File: config.mk
export PLATFORM = sky130hd
export DESIGN_NAME = instruction_fetch_flat
export DESIGN_NICKNAME = d
export VERILOG_FILES = /design/src/rtl/instruction_fetch_if.sv /design/src/rtl/instruction_fetch.sv /design/src/flat_wrapper.sv
export SDC_FILE = /design/constraint.sdc
export NUM_CORES = 1
export LEC_CHECK = 0
export ABC_AREA = 1
export CORE_MARGIN = 1
export CORE_UTILIZATION = 35
export DETAILED_ROUTE_END_ITERATION = 12
export GPL_TIMING_DRIVEN = 1
export PLACE_DENSITY_LB_ADDON = 0.08
export SKIP_LAST_GASP = 1
export SLEW_MARGIN = 30
export SYNTH_ARGS = -nofsm -noshare
export SYNTH_HDL_FRONTEND = slang
export SYNTH_SLANG_ARGS = --single-unit
File: constraint.sdc
create_clock -name clk -period 2.6 [get_ports clk]
set_input_delay 0.39 -clock clk [delete_from_list [all_inputs] [get_ports clk]]
set_output_delay 0.39 -clock clk [all_outputs]
set_load 0.03 [all_outputs]
File: src/rtl/instruction_fetch_if.sv
// Fetch-stage bundle: program-counter handshake, instruction memory read port
// and the decode-side buffer head.
interface instruction_fetch_if;
  logic [31:0] pc_in;
  logic        pc_stall;
  logic        flush;
  logic        mem_req;
  logic [31:0] mem_addr;
  logic        mem_rvalid;
  logic [31:0] mem_rdata;
  logic        instr_valid;
  logic        instr_ready;
  logic [31:0] instr;
  logic [31:0] instr_pc;
  logic        instr_misalign;

  modport master (
    input  pc_in, flush, mem_rvalid, mem_rdata, instr_ready,
    output pc_stall, mem_req, mem_addr, instr_valid, instr, instr_pc, instr_misalign
  );

  modport slave (
    output pc_in, flush, mem_rvalid, mem_rdata, instr_ready,
    input  pc_stall, mem_req, mem_addr, instr_valid, instr, instr_pc, instr_misalign
  );
endinterface

File: src/rtl/instruction_fetch.sv
// Single-outstanding instruction fetcher feeding a DEPTH-entry buffer to decode.
// Flush drops both the buffer and any read still in flight.
module instruction_fetch #(
  parameter int DEPTH = 2
) (
  input  logic                 clk,
  input  logic                 rst_n,
  instruction_fetch_if.master  if_fetch
);
  localparam int PW = $clog2(DEPTH);
  localparam int CW = $clog2(DEPTH) + 1;

  typedef enum logic [1:0] {IDLE, WAIT, DROP} state_t;

  state_t                   r_state, w_state_nxt;
  logic [CW-1:0]            r_count;
  logic [PW-1:0]            r_wptr, r_rptr;
  logic [31:0]              r_pc_lat;
  logic [DEPTH-1:0][31:0]   r_data;
  logic [DEPTH-1:0][31:0]   r_pc;
  logic [DEPTH-1:0]         r_mis;
  logic                     w_issue, w_push, w_pop;

  // Gated by rst_n so no request escapes while reset is held.
  assign w_issue = rst_n && (r_state == IDLE) && !if_fetch.flush
                   && (r_count < CW'(DEPTH));
  assign w_pop   = (r_count != '0) && if_fetch.instr_ready && !if_fetch.flush;

  always_comb begin
    w_state_nxt = r_state;
    w_push      = 1'b0;
    case (r_state)
      IDLE: if (w_issue) w_state_nxt = WAIT;
      WAIT: begin
        if (if_fetch.flush)
          w_state_nxt = if_fetch.mem_rvalid ? IDLE : DROP;
        else if (if_fetch.mem_rvalid) begin
          w_state_nxt = IDLE;
          w_push      = 1'b1;
        end
      end
      DROP: if (if_fetch.mem_rvalid) w_state_nxt = IDLE;
      default: w_state_nxt = IDLE;
    endcase
  end

  always_ff @(posedge clk or negedge rst_n) begin
    if (!rst_n) begin
      r_state  <= IDLE;
      r_pc_lat <= '0;
    end else begin
      r_state <= w_state_nxt;
      if (w_issue) r_pc_lat <= if_fetch.pc_in;
    end
  end

  // Issue only happens with count < DEPTH and pops only shrink it while WAIT,
  // so a push never finds the buffer full.
  always_ff @(posedge clk or negedge rst_n) begin
    if (!rst_n) begin
      r_count <= '0;
      r_wptr  <= '0;
      r_rptr  <= '0;
    end else if (if_fetch.flush) begin
      r_count <= '0;
      r_wptr  <= '0;
      r_rptr  <= '0;
    end else begin
      if (w_push) r_wptr <= r_wptr + 1'b1;
      if (w_pop)  r_rptr <= r_rptr + 1'b1;
      case ({w_push, w_pop})
        2'b10:   r_count <= r_count + 1'b1;
        2'b01:   r_count <= r_count - 1'b1;
        default: r_count <= r_count;
      endcase
    end
  end

  always_ff @(posedge clk or negedge rst_n) begin
    if (!rst_n) begin
      r_data <= '0;
      r_pc   <= '0;
      r_mis  <= '0;
    end else if (w_push) begin
      r_data[r_wptr] <= if_fetch.mem_rdata;
      r_pc[r_wptr]   <= r_pc_lat;
      r_mis[r_wptr]  <= (r_pc_lat[1:0] != 2'b00);
    end
  end

  assign if_fetch.mem_req        = w_issue;
  assign if_fetch.pc_stall       = !w_issue;
  assign if_fetch.mem_addr       = if_fetch.pc_in;
  assign if_fetch.instr_valid    = (r_count != '0);
  assign if_fetch.instr          = r_data[r_rptr];
  assign if_fetch.instr_pc       = r_pc[r_rptr];
  assign if_fetch.instr_misalign = r_mis[r_rptr];
endmodule

File: src/flat_wrapper.sv
// flat-port wrapper written by rule: the top's interface ports become plain ports
module instruction_fetch_flat 
#(
  parameter int DEPTH = 2
)
  (clk, rst_n, if_fetch_pc_in, if_fetch_flush, if_fetch_mem_rvalid, if_fetch_mem_rdata, if_fetch_instr_ready, if_fetch_pc_stall, if_fetch_mem_req, if_fetch_mem_addr, if_fetch_instr_valid, if_fetch_instr, if_fetch_instr_pc, if_fetch_instr_misalign);
  instruction_fetch_if if_fetch_i ();
  input  logic clk;
  input  logic rst_n;
  input wire logic [$bits(if_fetch_i.pc_in)-1:0] if_fetch_pc_in;
  input wire logic [$bits(if_fetch_i.flush)-1:0] if_fetch_flush;
  input wire logic [$bits(if_fetch_i.mem_rvalid)-1:0] if_fetch_mem_rvalid;
  input wire logic [$bits(if_fetch_i.mem_rdata)-1:0] if_fetch_mem_rdata;
  input wire logic [$bits(if_fetch_i.instr_ready)-1:0] if_fetch_instr_ready;
  output wire logic [$bits(if_fetch_i.pc_stall)-1:0] if_fetch_pc_stall;
  output wire logic [$bits(if_fetch_i.mem_req)-1:0] if_fetch_mem_req;
  output wire logic [$bits(if_fetch_i.mem_addr)-1:0] if_fetch_mem_addr;
  output wire logic [$bits(if_fetch_i.instr_valid)-1:0] if_fetch_instr_valid;
  output wire logic [$bits(if_fetch_i.instr)-1:0] if_fetch_instr;
  output wire logic [$bits(if_fetch_i.instr_pc)-1:0] if_fetch_instr_pc;
  output wire logic [$bits(if_fetch_i.instr_misalign)-1:0] if_fetch_instr_misalign;
  assign if_fetch_i.pc_in = if_fetch_pc_in;
  assign if_fetch_i.flush = if_fetch_flush;
  assign if_fetch_i.mem_rvalid = if_fetch_mem_rvalid;
  assign if_fetch_i.mem_rdata = if_fetch_mem_rdata;
  assign if_fetch_i.instr_ready = if_fetch_instr_ready;
  assign if_fetch_pc_stall = if_fetch_i.pc_stall;
  assign if_fetch_mem_req = if_fetch_i.mem_req;
  assign if_fetch_mem_addr = if_fetch_i.mem_addr;
  assign if_fetch_instr_valid = if_fetch_i.instr_valid;
  assign if_fetch_instr = if_fetch_i.instr;
  assign if_fetch_instr_pc = if_fetch_i.instr_pc;
  assign if_fetch_instr_misalign = if_fetch_i.instr_misalign;
  instruction_fetch #(.DEPTH(DEPTH)) u_core (.clk(clk), .rst_n(rst_n), .if_fetch(if_fetch_i));
endmodule
==> summary.md <==
| Metric | Value |
|---|---|
| Post-Synth Simple-Gate Area | around 20% |
| Final net count | 1,077 |
| Share of the synthesized area in the top cell type | between 50% and 60% |
| Vias in the first global route | 5,587 |
| Synth top area cells | dfrtp_1 (56%), nand2_1 (18%), o21ai_0 (6.6%) |
| Number of max-cap violations | 0 |
| CTS Root Cell | clkbuf_16 |
| Layout cell share with drive strength beyond 1 | 13.7% |
| Synth Area in Compound Gates | 12.6% |
| CTS tree | done |
| Max frequency | slightly above 400 MHz |
| TritonCTS Buffers | 17 |
| Total gr overflow | 0 |
| Remaining DRCs | 0 |
| Port Buffers | about 170 |
| Hold_ws | 0.320 ns |
| CP arrival | about 2.1 ns |
| Via count | 5,735 |
| FF-to-FF setup slack | 0.98 ns |
| Crit-path slowest cell | clkdlybuf4s50_1 |
| Buf+Inv Stages, Crit Path | 3 |
| Clock skew | just under 0.006 ns |
| Yosys cell types | 23 |
| Syn Inst Count | 880 |
| Largest net degree at the start of global routing | 66 |
| Final hold violations | 0 |
| Clock Sinks | 168 |
| Synth top cells by count | nand2_1 (357), dfrtp_1 (168), o21ai_0 (98) |
| Final setup viols | 0 |
| Initial core utilization | 35.7% |
| Register area share after synthesis | 56.2% |
| Number of synthesized flops with an enable pin | 0 |
| RSZ-0062 raised after global routing | no |
| Initial DRT Pass Iterations | 5 |
| Post-DP HPWL | 11,300 µm |
| Initial drt markers | 301 |
| GRT Total Usage | ~17% |
| Period minus WS final | 2.48 ns |
| R2r startpoint | u_core.r_state[1] |
| Cell with the most instances after synthesis | nand2_1 |
| Pwr/cell area | 946 mW/mm² |
| Wire length per cell | 13.2 µm |
| CP peak stage delay | ~0.69 ns |
| Clock Latency Late Sink | 0.41 ns |
| Io pins | 169 |
| Post-DRT Antenna Nets | 0 |
| Slew Limit Fails | 0 |
| Finished Layout Cells | 1,297 |
| Worst path cell trace | inv_2, buf_12, nand2_1, nand2_1, clkdlybuf4s50_1 |
| CP dominant cell by count | nand2_1 |
| First-pass GRT wire length | 28,800 µm |
| Syn avg cell area | 8.50 µm² |
| Final period util | 95.5% |
| Tightest Pin Transition | 0.711 ns |
| Status | completed |
| Core Region | 0.0210 mm² |
| Maximum vdd drop | 0.000439 V |
| H-tree depth | 4 |
| Post-Synth XOR/XNOR Area | 0% |
| CP Capture Type | primary output |
| Slew headroom | 52.6% |
| Warnings, synthesis | 0 |
| Area of the mapped netlist | 0.00748 mm² |
| FP Rows | 53 |
| Cell Count Post-Placement | around 1,300 |
| Leak Pwr | between 0.004 and 0.005 µW |
| WP data required | 2.21 ns |
| Synth area leader | dfrtp_1 |
| Hold crit path type | primary input to async pin |
| Adder-cell share of the synthesized area | 0% |
| Setup ws final | 0.118 ns |
| Worst-path clk slew | 0.06 ns |
| Dpl ws | 0.382 ns |
| Seq cells post-synth | about 170 |
| Largest family of logic cells by synthesized area | simple AND/OR/NAND/NOR gates |
| Initial antenna violation count | 1 |
| Die area | 0.0220 mm² |
| Syn Nets | 949 |
| Post-Route WL | 17,100 µm |
| Final Total Pwr | 9260 µW |
| # fillers | 2,147 |
| Cell family with most CP delay | buffers and inverters |
| Mux cell area share after synthesis | 0% |
| Post-CTS Repair Setup Buffers | 0 |
| CTS max path bufs | 2 |
| Die height | 148 µm |
| Top fanout value on the critical path | 23 |
| Async S/R FF share, synth | 100% |
| Area growth, synth to finish | 30.8% |
| WS Path Type | register to primary output |
| GPL Wtd Cong | 0.712 |
| Vias per cell | between 4 and 5 |
| Top_reg_cell synth | dfrtp_1 |
| Die X | 148 µm |
| Setup TNS | 0 ns |
| CP startpoint | u_core.r_rptr |
| Startpoint Class | register |
-- logic make-up (layout without fill, tap and decap cells) --
group | Yosys count | count (layout)
other | 0 | 1
AND/OR/NAND/NOR | 388 | 388
flip-flops | 168 | 168
buffers and inverters | 156 | 297
AO/OA/AOI/OAI | 168 | 168
-- routing by layer --
layer  track usage (%)  vias up  part of all wire, %
li1                  -     2961                    -
met5                 0        -                    0
met1              23.8     2616                   49
met3              3.65       15                  4.7
met4              4.95        0                  1.1
met2              25.4      143                   45
-- power by group --
| group | total, µW | switching [µW] | internal [µW] |
|---|---|---|---|
| logic | 3180 | 1890 | 1290 |
| clock network | 2490 | 1020 | 1470 |
| registers | 3600 | 321 | 3270 |
-- placed cells by master, fill, tap and decap left out, types with 2 or more instances in the layout --
master	instances
buf_4	50
nand2_2	16
nor2_1	5
dlymetal6s2s_1	5
nor2_2	2
buf_12	10
dfrtp_1	167
clkinv_4	3
clkbuf_8	2
bufinv_16	2
clkdlybuf4s50_1	124
clkbuf_1	3
o21ai_0	98
clkinvlp_4	4
inv_1	71
o21ai_2	26
inv_2	3
nand2_1	356
nand4_1	2
nand3_1	4
a21oi_1	4
clkbuf_16	17
o21ai_1	39
-- sequential cells by signal, indices dropped and copies added, names as in the netlist --
name,count
u_core.r_pc,64
u_core.r_wptr,1
u_core.r_state,2
u_core.r_count,2
u_core.r_mis,2
u_core.r_pc_lat,32
u_core.r_rptr,1
u_core.r_data,64
-- path summary, 6_finish.rpt --
path / end / cells after the start
max: if_fetch_instr[17] / 5
min: u_core.r_data[7] / 2
max reg2reg: u_core.r_data[54] / 7
min reg2reg: u_core.r_pc[29] / 2
max in group asynchronous: u_core.r_rptr / 4
min in group clk: u_core.r_pc[29] / 2
-- stage by stage --
step	utilization (%)	area (µm²)
2_1_floorplan	-	7480
3_3_place_gp	43.8	9170
3_5_place_dp	43.8	9170
4_1_cts	46.6	9770
5_1_grt	46.7	9780
6_report	46.7	9780
-- area by class of cell --
type / instances / area [µm²] / area share [%]
well taps: 275 / 344 / 3.52
flip-flops and latches: 168 / 4210 / 43.0
inverters: 74 / 278 / 2.84
repair buffers: 191 / 1900 / 19.4
diodes: 1 / 2.50 / 0.0256
multi-input cells: 556 / 2470 / 25.2
clock inverters: 10 / 121 / 1.24
clock buffers: 22 / 464 / 4.75
-- what timing repair did --
item                                    4_1_cts  5_1_grt
endpoints found under the hold margin        23        0
endpoints found under the setup margin        0        5
hold buffers                                  1        0
gates resized for setup                       0        5
No activity file was read; power rests on OpenSTA's default activity.
